**src/rtl/int_res_mem_arbiter_pkg.sv**
```systemverilog
// Shared types for the intermediate-results memory arbiter: requester ids,
// address/data/format types and the memory-side request structs.
package int_res_mem_arbiter_pkg;

   localparam int N_INT_RES_REQ  = 4;
   localparam int INT_RES_ADDR_W = 10;
   localparam int COMP_FX_W      = 16;

   typedef logic [$clog2(N_INT_RES_REQ)-1:0] IntResReqId_t;

   typedef enum logic [1:0] {
      REQ_CTRL      = 2'd0,
      REQ_MAC       = 2'd1,
      REQ_SOFTMAX   = 2'd2,
      REQ_LAYERNORM = 2'd3
   } IntResRequester_e;

   typedef logic [INT_RES_ADDR_W-1:0] IntResAddr_t;
   typedef logic [COMP_FX_W-1:0]      CompFx_t;

   typedef enum logic {
      SINGLE_WIDTH = 1'b0,
      DOUBLE_WIDTH = 1'b1
   } DataWidth_e;

   typedef enum logic [1:0] {
      INT_RES_SW_FX_5_X = 2'd0,
      INT_RES_SW_FX_6_X = 2'd1,
      INT_RES_DW_FX     = 2'd2
   } FxFormatIntRes_t;

   // format on the read port is the cast applied to the data returning this cycle
   typedef struct packed {
      logic            en;
      IntResAddr_t     addr;
      logic            data_width;
      FxFormatIntRes_t format;
   } MemRdReq_t;

   typedef struct packed {
      logic            chip_en;
      logic            en;
      IntResAddr_t     addr;
      CompFx_t         data;
      logic            data_width;
      FxFormatIntRes_t format;
   } MemWrReq_t;

endpackage

```
**src/rtl/int_res_mem_arbiter_rr.sv**
```systemverilog
// Round-robin arbiter with burst lock and starvation cap. Offers a candidate
// combinationally; the parent may veto it with stall, which freezes all state.
module rr_lock_arbiter #(
   parameter int N         = 4,
   parameter int MAX_BURST = 16,
   localparam int IW       = (N > 1) ? $clog2(N) : 1,
   localparam int CW       = $clog2(MAX_BURST + 1)
) (
   input  logic          clk,
   input  logic          rst,
   input  logic [N-1:0]  req,
   input  logic [N-1:0]  lock,
   input  logic          stall,
   output logic          cand_vld,
   output logic [IW-1:0] cand_id,
   output logic [N-1:0]  gnt
);

   logic [IW-1:0] ptr_q;
   logic [IW-1:0] holder_q;
   logic          held_q;
   logic [CW-1:0] burst_q;

   logic          rr_vld;
   logic [IW-1:0] rr_id;
   logic [IW-1:0] idx;
   logic [N-1:0]  holder_mask;
   logic          others;
   logic          starve;
   logic          lock_hit;
   logic          take;

   always_comb begin
      rr_vld = 1'b0;
      rr_id  = '0;
      idx    = '0;
      for (int k = 0; k < N; k++) begin
         idx = IW'((int'(ptr_q) + k) % N);
         if (!rr_vld && req[idx]) begin
            rr_vld = 1'b1;
            rr_id  = idx;
         end
      end
   end

   // the cap only bites when someone else is actually waiting
   assign holder_mask = N'(1) << holder_q;
   assign others      = |(req & ~holder_mask);
   assign starve      = (burst_q == CW'(MAX_BURST)) && others;
   assign lock_hit    = held_q && req[holder_q] && lock[holder_q] && !starve;

   assign cand_vld = !rst && (lock_hit || rr_vld);
   assign cand_id  = lock_hit ? holder_q : rr_id;
   assign take     = cand_vld && !stall;
   assign gnt      = take ? (N'(1) << cand_id) : '0;

   always_ff @(posedge clk) begin
      if (rst) begin
         ptr_q    <= '0;
         holder_q <= '0;
         held_q   <= 1'b0;
         burst_q  <= '0;
      end else if (take) begin
         holder_q <= cand_id;
         held_q   <= lock[cand_id];
         if (!lock_hit)
            ptr_q <= (cand_id == IW'(N - 1)) ? '0 : cand_id + 1'b1;
         if (!lock[cand_id])
            burst_q <= '0;
         else if (!lock_hit)
            burst_q <= CW'(1);
         else if (burst_q != CW'(MAX_BURST))
            burst_q <= burst_q + 1'b1;
      end
   end

endmodule

```
**src/rtl/int_res_mem_arbiter.sv**
```systemverilog
// Shares the int_res_mem read and write ports among N_REQ requesters, with
// one-cycle tagged read return and format/RAW hazard bubbles on the read port.
module int_res_mem_arbiter
   import int_res_mem_arbiter_pkg::*;
#(
   parameter int N_REQ     = N_INT_RES_REQ,
   parameter int MAX_BURST = 16
) (
   input  logic                              clk,
   input  logic                              rst,
   input  logic            [N_REQ-1:0]       rd_req,
   input  logic            [N_REQ-1:0]       rd_lock,
   input  IntResAddr_t     [N_REQ-1:0]       rd_addr,
   input  logic            [N_REQ-1:0]       rd_width,
   input  FxFormatIntRes_t [N_REQ-1:0]       rd_format,
   output logic            [N_REQ-1:0]       rd_gnt,
   output logic            [N_REQ-1:0]       rd_rvalid,
   output CompFx_t                           rd_rdata,
   input  logic            [N_REQ-1:0]       wr_req,
   input  logic            [N_REQ-1:0]       wr_lock,
   input  IntResAddr_t     [N_REQ-1:0]       wr_addr,
   input  logic            [N_REQ-1:0]       wr_width,
   input  FxFormatIntRes_t [N_REQ-1:0]       wr_format,
   input  CompFx_t         [N_REQ-1:0]       wr_data,
   output logic            [N_REQ-1:0]       wr_gnt,
   output MemRdReq_t                         mem_read,
   input  CompFx_t                           mem_rdata,
   output MemWrReq_t                         mem_write
);

   localparam int IW = (N_REQ > 1) ? $clog2(N_REQ) : 1;

   logic            rd_cand_vld, wr_cand_vld;
   logic [IW-1:0]   rd_cand, wr_cand;
   logic            fmt_hazard, raw_hazard, rd_stall;
   logic            rd_fire, wr_fire;
   logic [N_REQ-1:0] rvalid_q;
   FxFormatIntRes_t ret_format_q;

   rr_lock_arbiter #(.N(N_REQ), .MAX_BURST(MAX_BURST)) u_rd_arb (
      .clk      (clk),
      .rst      (rst),
      .req      (rd_req),
      .lock     (rd_lock),
      .stall    (rd_stall),
      .cand_vld (rd_cand_vld),
      .cand_id  (rd_cand),
      .gnt      (rd_gnt)
   );

   rr_lock_arbiter #(.N(N_REQ), .MAX_BURST(MAX_BURST)) u_wr_arb (
      .clk      (clk),
      .rst      (rst),
      .req      (wr_req),
      .lock     (wr_lock),
      .stall    (1'b0),
      .cand_vld (wr_cand_vld),
      .cand_id  (wr_cand),
      .gnt      (wr_gnt)
   );

   // A double read issued now would overlap a return still cast with a single format.
   assign fmt_hazard = rd_cand_vld && (rd_width[rd_cand] == DOUBLE_WIDTH) &&
                       (ret_format_q != INT_RES_DW_FX) && (|rvalid_q);
   // Same-address write wins; the read retries next cycle and sees the new data.
   assign raw_hazard = rd_cand_vld && wr_cand_vld && (rd_addr[rd_cand] == wr_addr[wr_cand]);
   assign rd_stall   = fmt_hazard || raw_hazard;

   assign rd_fire = |rd_gnt;
   assign wr_fire = |wr_gnt;

   always_comb begin
      mem_read        = '0;
      mem_read.format = ret_format_q;
      if (rd_fire) begin
         mem_read.en         = 1'b1;
         mem_read.addr       = rd_addr[rd_cand];
         mem_read.data_width = rd_width[rd_cand];
      end
   end

   always_comb begin
      mem_write         = '0;
      mem_write.chip_en = !rst;
      if (wr_fire) begin
         mem_write.en         = 1'b1;
         mem_write.addr       = wr_addr[wr_cand];
         mem_write.data       = wr_data[wr_cand];
         mem_write.data_width = wr_width[wr_cand];
         mem_write.format     = wr_format[wr_cand];
      end
   end

   always_ff @(posedge clk) begin
      if (rst) begin
         rvalid_q     <= '0;
         ret_format_q <= INT_RES_DW_FX;
      end else begin
         rvalid_q <= rd_gnt;
         if (rd_fire)
            ret_format_q <= rd_format[rd_cand];
      end
   end

   assign rd_rvalid = rvalid_q;
   assign rd_rdata  = mem_rdata;

   a_rd_onehot: assert property (@(posedge clk) disable iff (rst) $onehot0(rd_gnt));
   a_wr_onehot: assert property (@(posedge clk) disable iff (rst) $onehot0(wr_gnt));
   a_fmt_safe:  assert property (@(posedge clk) disable iff (rst)
      !(mem_read.en && (mem_read.data_width == DOUBLE_WIDTH) && (|rvalid_q) &&
        (ret_format_q != INT_RES_DW_FX)));

endmodule

```
**config.mk**
```make
export PLATFORM = sky130hd
export DESIGN_NAME = int_res_mem_arbiter
export DESIGN_NICKNAME = d
export VERILOG_FILES = /design/src/rtl/int_res_mem_arbiter_pkg.sv /design/src/rtl/int_res_mem_arbiter_rr.sv /design/src/rtl/int_res_mem_arbiter.sv
export SDC_FILE = /design/constraint.sdc
export NUM_CORES = 1
export LEC_CHECK = 0
export ABC_AREA = 1
export CAP_MARGIN = 20
export CORE_MARGIN = 2
export CORE_UTILIZATION = 36
export CTS_CLUSTER_DIAMETER = 100
export DETAILED_ROUTE_END_ITERATION = 10
export GPL_ROUTABILITY_DRIVEN = 1
export PLACE_DENSITY_LB_ADDON = 0.1
export SLEW_MARGIN = 10
export SYNTH_ARGS = -nofsm -noshare
export SYNTH_HDL_FRONTEND = slang
export SYNTH_SLANG_ARGS = --single-unit
```
**constraint.sdc**
```tcl
create_clock -name clk -period 3.05 [get_ports clk]
set_input_delay 0.61 -clock clk [delete_from_list [all_inputs] [get_ports clk]]
set_output_delay 0.61 -clock clk [all_outputs]
set_load 0.01 [all_outputs]
```
==> impl_metrics.toml, run 1 <==
[route]
drt_iter0_drc = 471
via_per_inst = 5.16
wl_per_cell_um = 17.1
drc = 0
ant_nets = 0
routed_wirelength_um = 26400
first_pass_iters = 5
dr_total_vias = 7964

[sta]
tightestPinTransition_ps = 411
setup_viol = 60
fin_crit_ps = 3930
period_share_pct = 129
fin_skew_ps = 6.75
rsz0062_at_grt = "true"
setup_ws_ps = -878
slew_viol_final = 0
relSlewSlack_pct = 72.6
whs_ps = 562
final_hold_viol_count = 0
max_clock_freq_ghz = 0.255

[clock_tree]
clk_pin_slew_ps = 70
clockBufferDepth = 2
clock_sinks = 26
cts_tree = "yes"
cts-root-buf = "clkbuf_16"
h-tree-depth = 1
cts_buffers = 3
clock_latency_ps = 260

[critical_path]
cp_max_fo = 8
crit_path_top_delay_cell = "nand3b_1"
crit_buf_inv = 7
crit_type = "input port to primary output"
worstSetupStartpointType = "input port"
required_ps = 2440
arrival_ps = 3320
slowest_delay_ps = 170
crit_family = "simple AND/OR/NAND/NOR gates"
end_kind = "primary output"

[logic_synthesis]
post_synth_instance_area_sq_mm = 0.00496
yosysWarnings = 0
synth_seq_area_share_pct = 10.5
ys_ff_latch = 26
synth.avg_cell_area_sq_um = 5.23
synth_nets = 1164
yosysUniqueCellTypes = 40
netlist_instances = 950

[global_routing]
grt-ovfl-total = 0
grt_pass1_wl_um = 34800
grtUsageTotal_pct = 29.4
antenna_found_initial = 1
grt_pass1_vias = 7150
grt_max_degree = 37

[place]
dp_cells = 1436
port_buffers = 242
finalWeightedCongestion = 0.944
dp_hpwl_um = 16600

[finish]
syn_to_final_growth_pct = 116
fin_nets = 1580
fin_util_pct = 80.2
layout-drive-gt1-share_pct = 41.5
finalNonFillerCells = 1542
nFillCells = 910

[power]
p_leak_nw = 5.29
p_per_area_mw_per_mm2 = 1520
ir_drop_mv = 0.757

[die]
die-area_sq_mm = 0.0147
die_x_um = 121
rows = 42
start_util_pct = 37.2
die_h_um = 121
core-area_sq_mm = 0.0133
io_pins = 275

[hold_path]
hold_class = "register to register"

[run_status]
outcome = "finished, violations left"
violations = "negative setup slack"

[run]
maxCapViolCount = 0
==> layout make-up <==
cell class / instances / area [sq um] / area share [%]
diodes: 1 / 2.50 / 0.0234
well taps: 176 / 220 / 2.06
flip-flops and latches: 26 / 536 / 5.00
clock inverters: 1 / 30.0 / 0.281
repair buffers: 477 / 4660 / 43.5
inverters: 112 / 469 / 4.38
multi-input cells: 746 / 4710 / 44.0
clock buffers: 3 / 75.1 / 0.701
==> cells by family (layout without fill, tap and decap cells) <==
logic type	after synthesis	in the layout	share of synthesized area, %
simple gates	593	594	52.3
fa+ha+maj	12	12	3.02
flops	26	26	10.5
xor+xnor	4	4	0.706
buf+inv	179	593	17.5
other cells	0	1	0
compound gates	136	136	16.0
==> power breakdown <==
group	internal, mW	switching [mW]
combinational	7.54	7.79
sequential	0.468	0.118
clock	0.261	0.122
==> sequential cells by signal, summed over array words and instances, names as in the netlist <==
name / count
u_rd_arb.burst_q: 5
u_wr_arb.burst_q: 5
rd_rvalid: 4
ret_format_q: 2
u_rd_arb.holder_q: 2
u_rd_arb.ptr_q: 2
u_wr_arb.holder_q: 2
u_wr_arb.ptr_q: 2
u_rd_arb.held_q: 1
u_wr_arb.held_q: 1
==> synthesized netlist by cell type <==
library cell / instances / share of area [%]
o22ai_1: 4 / 0.50
clkbuf_1: 15 / 1.1
o21ai_0: 61 / 6.1
nor2_4: 4 / 0.91
xor2_1: 4 / 0.71
o211ai_2: 1 / 0.25
nand2_1: 320 / 24
buf_2: 13 / 1.3
nand3_2: 5 / 1.0
nor3_1: 1 / 0.10
buf_1: 2 / 0.15
nand2_2: 10 / 1.3
a21oi_4: 1 / 0.33
inv_1: 97 / 7.3
nor3b_1: 1 / 0.15
a21oi_1: 33 / 3.3
nand2_4: 1 / 0.23
buf_4: 27 / 4.1
nand3_1: 99 / 10
o32ai_1: 1 / 0.18
a211oi_1: 2 / 0.30
nand4_1: 4 / 0.50
o21ai_1: 3 / 0.30
nor2_1: 108 / 8.2
o21ai_2: 1 / 0.18
and3_1: 1 / 0.13
dfxtp_1: 26 / 10
nand3b_2: 1 / 0.23
nand3b_1: 24 / 3.6
clkinv_2: 1 / 0.10
buf_6: 10 / 2.3
nor2_2: 13 / 1.6
ha_1: 12 / 3.0
o211ai_1: 7 / 1.1
inv_4: 2 / 0.25
a21boi_2: 1 / 0.23
or4_1: 1 / 0.15
o21bai_1: 19 / 2.9
inv_2: 12 / 0.91
o31ai_1: 2 / 0.30
==> cell usage in the layout (no fill, tap or decap), types with 5 or more instances in the layout <==
| cell type | instances |
|---|---|
| o21bai_1 | 13 |
| buf_2 | 33 |
| nand2_2 | 69 |
| dfxtp_1 | 18 |
| o21ai_2 | 15 |
| nor2_4 | 26 |
| nand3_2 | 29 |
| nand2_4 | 46 |
| clkdlybuf4s50_1 | 177 |
| nand3b_1 | 24 |
| nor2_2 | 14 |
| clkbuf_16 | 12 |
| buf_4 | 159 |
| inv_1 | 85 |
| a21oi_2 | 9 |
| ha_1 | 10 |
| buf_6 | 65 |
| nand3_1 | 68 |
| inv_2 | 18 |
| a21oi_1 | 24 |
| nand3_4 | 7 |
| o21ai_0 | 31 |
| buf_12 | 18 |
| nand2_1 | 213 |
| o21bai_4 | 5 |
| o21ai_1 | 18 |
| dfxtp_2 | 6 |
| nor2_1 | 85 |
| o211ai_1 | 7 |
==> worst register-to-register path: cells and delay by family, from the launching register on <==
family                 cells  cell delay [ps]
DFF                        1              370
AOI/OAI and AO/OA          1              150
and+or+nand+nor           20             1790
buffers and inverters     11             1290
==> path summary, 6_finish.rpt <==
check | from | cells past startpoint | endpoint | slack (ps)
max | rd_req[0] | 27 | mem_read[6] | -880
max reg2reg | u_rd_arb.ptr_q[0] | 32 | ret_format_q[1] | -660
min reg2reg | ret_format_q[1] | 2 | ret_format_q[1] | 560
min | ret_format_q[1] | 2 | ret_format_q[1] | 560
==> stage by stage <==
step	worst slack [ps]	power (mW)	area, sq um	setup TNS (ps)
final	-878	16.3	10700	-26630
after floorplan	-131	6.34	5090	-1310
after CTS	-765	13.0	9410	-15190
after detailed placement	-1570	10.5	8410	-71810
after global routing	-1080	17.2	10700	-36430
after global placement	-1530	10.5	8410	-70330
==> repair_timing <==
action                     in CTS  in global routing
hold buffers                    0                  0
pin swaps                      82                 98
gates cloned                    9                  9
setup endpoints to repair      68                 65
gates resized for setup       396                273
buffers inserted               56                 34
==> metal layers <==
metal | vias to the layer above | wire (um) | GRT usage (%)
li1 | 3839 | - | -
met1 | 3610 | 9380 | 32.3
met2 | 390 | 13600 | 55.1
met3 | 125 | 1910 | 5.55
met4 | 0 | 1560 | 11.5
met5 | - | 0 | 0
Power figures use the tool's default switching activity.
==> inputs of run 2 (changes only) <==
--- a/config.mk
+++ b/config.mk
@@ -8,7 +8,7 @@
 export ABC_AREA = 1
 export CAP_MARGIN = 20
 export CORE_MARGIN = 2
-export CORE_UTILIZATION = 36
+export CORE_UTILIZATION = 40
 export CTS_CLUSTER_DIAMETER = 100
 export DETAILED_ROUTE_END_ITERATION = 10
 export GPL_ROUTABILITY_DRIVEN = 1
==> constraint.sdc (replaced) <==
create_clock -name clk -period 3.94 [get_ports clk]
set_input_delay 0.788 -clock clk [delete_from_list [all_inputs] [get_ports clk]]
set_output_delay 0.788 -clock clk [all_outputs]
set_load 0.01 [all_outputs]
==> impl_metrics.toml, run 2 (synthesis gave the netlist of run 1 again) <==
[sta]
rsz0062_at_grt = "true"
fin_skew_ps = 7.59
max_clock_freq_ghz = 0.235
slew_viol_final = 0
fin_crit_ps = 4260
tightestPinTransition_ps = 427
setup_ws_ps = -317
final_hold_viol_count = 0
setup_viol = 25
relSlewSlack_pct = 71.5
period_share_pct = 108

[power]
p_leak_nw = 4.77
p_comb_share_pct = 92.7
p_sw_share_pct = 48.8
p_per_area_mw_per_mm2 = 1090
power_frac_clock_pct = 3.0
p_seq_share_pct = 4.3
finalPower_mw = 10.1
ir_drop_mv = 0.585
p_int_mw = 5.19
switchingPower_mw = 4.94

[critical_path]
end_kind = "primary output"
cp_common_cell = "nand2_1"
crit_path_top_delay_cell = "o211ai_1"
reg2reg_from = "u_wr_arb.ptr_q[1]"
cp_max_fo = 9
rrSetupSlack_ps = 560
slowest_delay_ps = 190
arrival_ps = 3470
crit_type = "input port to primary output"
reg2reg_depth = 31
worstSetupStartpointType = "input port"
required_ps = 3150
timing.rr.end = "u_rd_arb.burst_q[0]"

[clock_tree]
clock_sinks = 26
clockBufferDepth = 2
clock_latency_ps = 270
cts-root-buf = "clkbuf_16"
cts_tree = "yes"
hold_buffers = 0
cts_buffers = 3
clk_pin_slew_ps = 70
h-tree-depth = 1

[place]
place_area_sq_mm = 0.00824
port_buffers = 242
finalWeightedCongestion = 0.914
dp_hpwl_um = 16200

[run_status]
outcome = "finished, violations left"
violations = "negative setup slack"

[global_routing]
grt_pass1_wl_um = 31800
grt_max_degree = 37
grtUsageTotal_pct = 29.5
antenna_found_initial = 0
grt_pass1_vias = 6760
grt-ovfl-total = 0

[die]
rows = 40
core-area_sq_mm = 0.0121
die_x_um = 115
die_h_um = 115
start_util_pct = 41.2
die-area_sq_mm = 0.0133
io_pins = 275

[finish]
syn_to_final_growth_pct = 87.7
layout-drive-gt1-share_pct = 27.5
fin_util_pct = 77.3
design_area_sq_mm = 0.00932
final_cell_mix = "nand2_1 (260), clkdlybuf4s50_1 (196), buf_4 (131)"
num_antenna_cells = 0
final_common_cell = "nand2_1"
fin_nets = 1516

[route]
wl_per_cell_um = 15.0
dr_total_vias = 7424
first_pass_iters = 7
via_per_inst = 5.05
routed_wirelength_um = 22000
drc = 0
drt_iter0_drc = 443
ant_nets = 0

[hold_path]
hold_class = "register to register"
min-delay-start = "u_wr_arb.burst_q[1]"
holdPathEnd = "u_wr_arb.burst_q[1]"
worstHoldPathCells = 2

[run]
maxCapViolCount = 0
-- run 2: through the flow --
step           std cells  setup TNS, ps  hold slack, ps  setup slack [ps]
3_5_place_dp        1418         -28450             487             -1030
2_1_floorplan        950              0             466               351
3_3_place_gp        1418         -25720             480              -952
5_1_grt             1469          -8960             523              -482
4_1_cts             1452          -3160             498              -273
6_report            1469          -4190             500              -317
-- run 2: cell type report --
type,count,area (sq um)
timing repair buffer,414,4060
multi-input combinational,745,3990
fill,992,2740
sequential,26,523
inverter,112,432
tap,168,210
clock buffer,3,75.1
clock inverter,1,30.0
-- run 2: power groups by stage --
stage	registers, mW	clock network [mW]	logic, mW
floorplan	0.413	0	4.33
global placement	0.434	0	7.58
detailed placement	0.435	0	7.65
CTS	0.433	0.304	8.43
global route	0.446	0.318	10.2
finish	0.436	0.301	9.40
-- run 2: worst max path at each step --
stage | cells past startpoint | to | startpoint
2_1_floorplan | 23 | mem_read[10] | wr_req[0]
3_3_place_gp | 23 | mem_read[2] | rd_req[2]
3_5_place_dp | 25 | mem_read[11] | rd_req[2]
4_1_cts | 26 | mem_read[11] | rd_req[0]
5_1_grt | 27 | mem_read[11] | wr_req[2]
6_report | 27 | mem_read[11] | wr_req[1]
-- run 2: critical path: cells and delay by family --
family	cells	cell delay, ps
AND/OR/NAND/NOR	19	1640
buffers and inverters	7	820
AO/OA/AOI/OAI	1	190
-- run 2: what timing repair did --
action,in CTS,in global routing
gates cloned,4,4
setup endpoints to repair,50,40
resized for setup,171,134
buffers inserted,26,15
pin swaps,43,66
-- run 2: metal layers --
layer  up-vias  global-route usage, %  share of wire, %
met2       307                   56.3                52
met4         0                   9.32               3.7
met5         -                      0                 0
met3        62                   4.34               6.8
met1      3355                   33.4                38
li1       3700                      -                 -
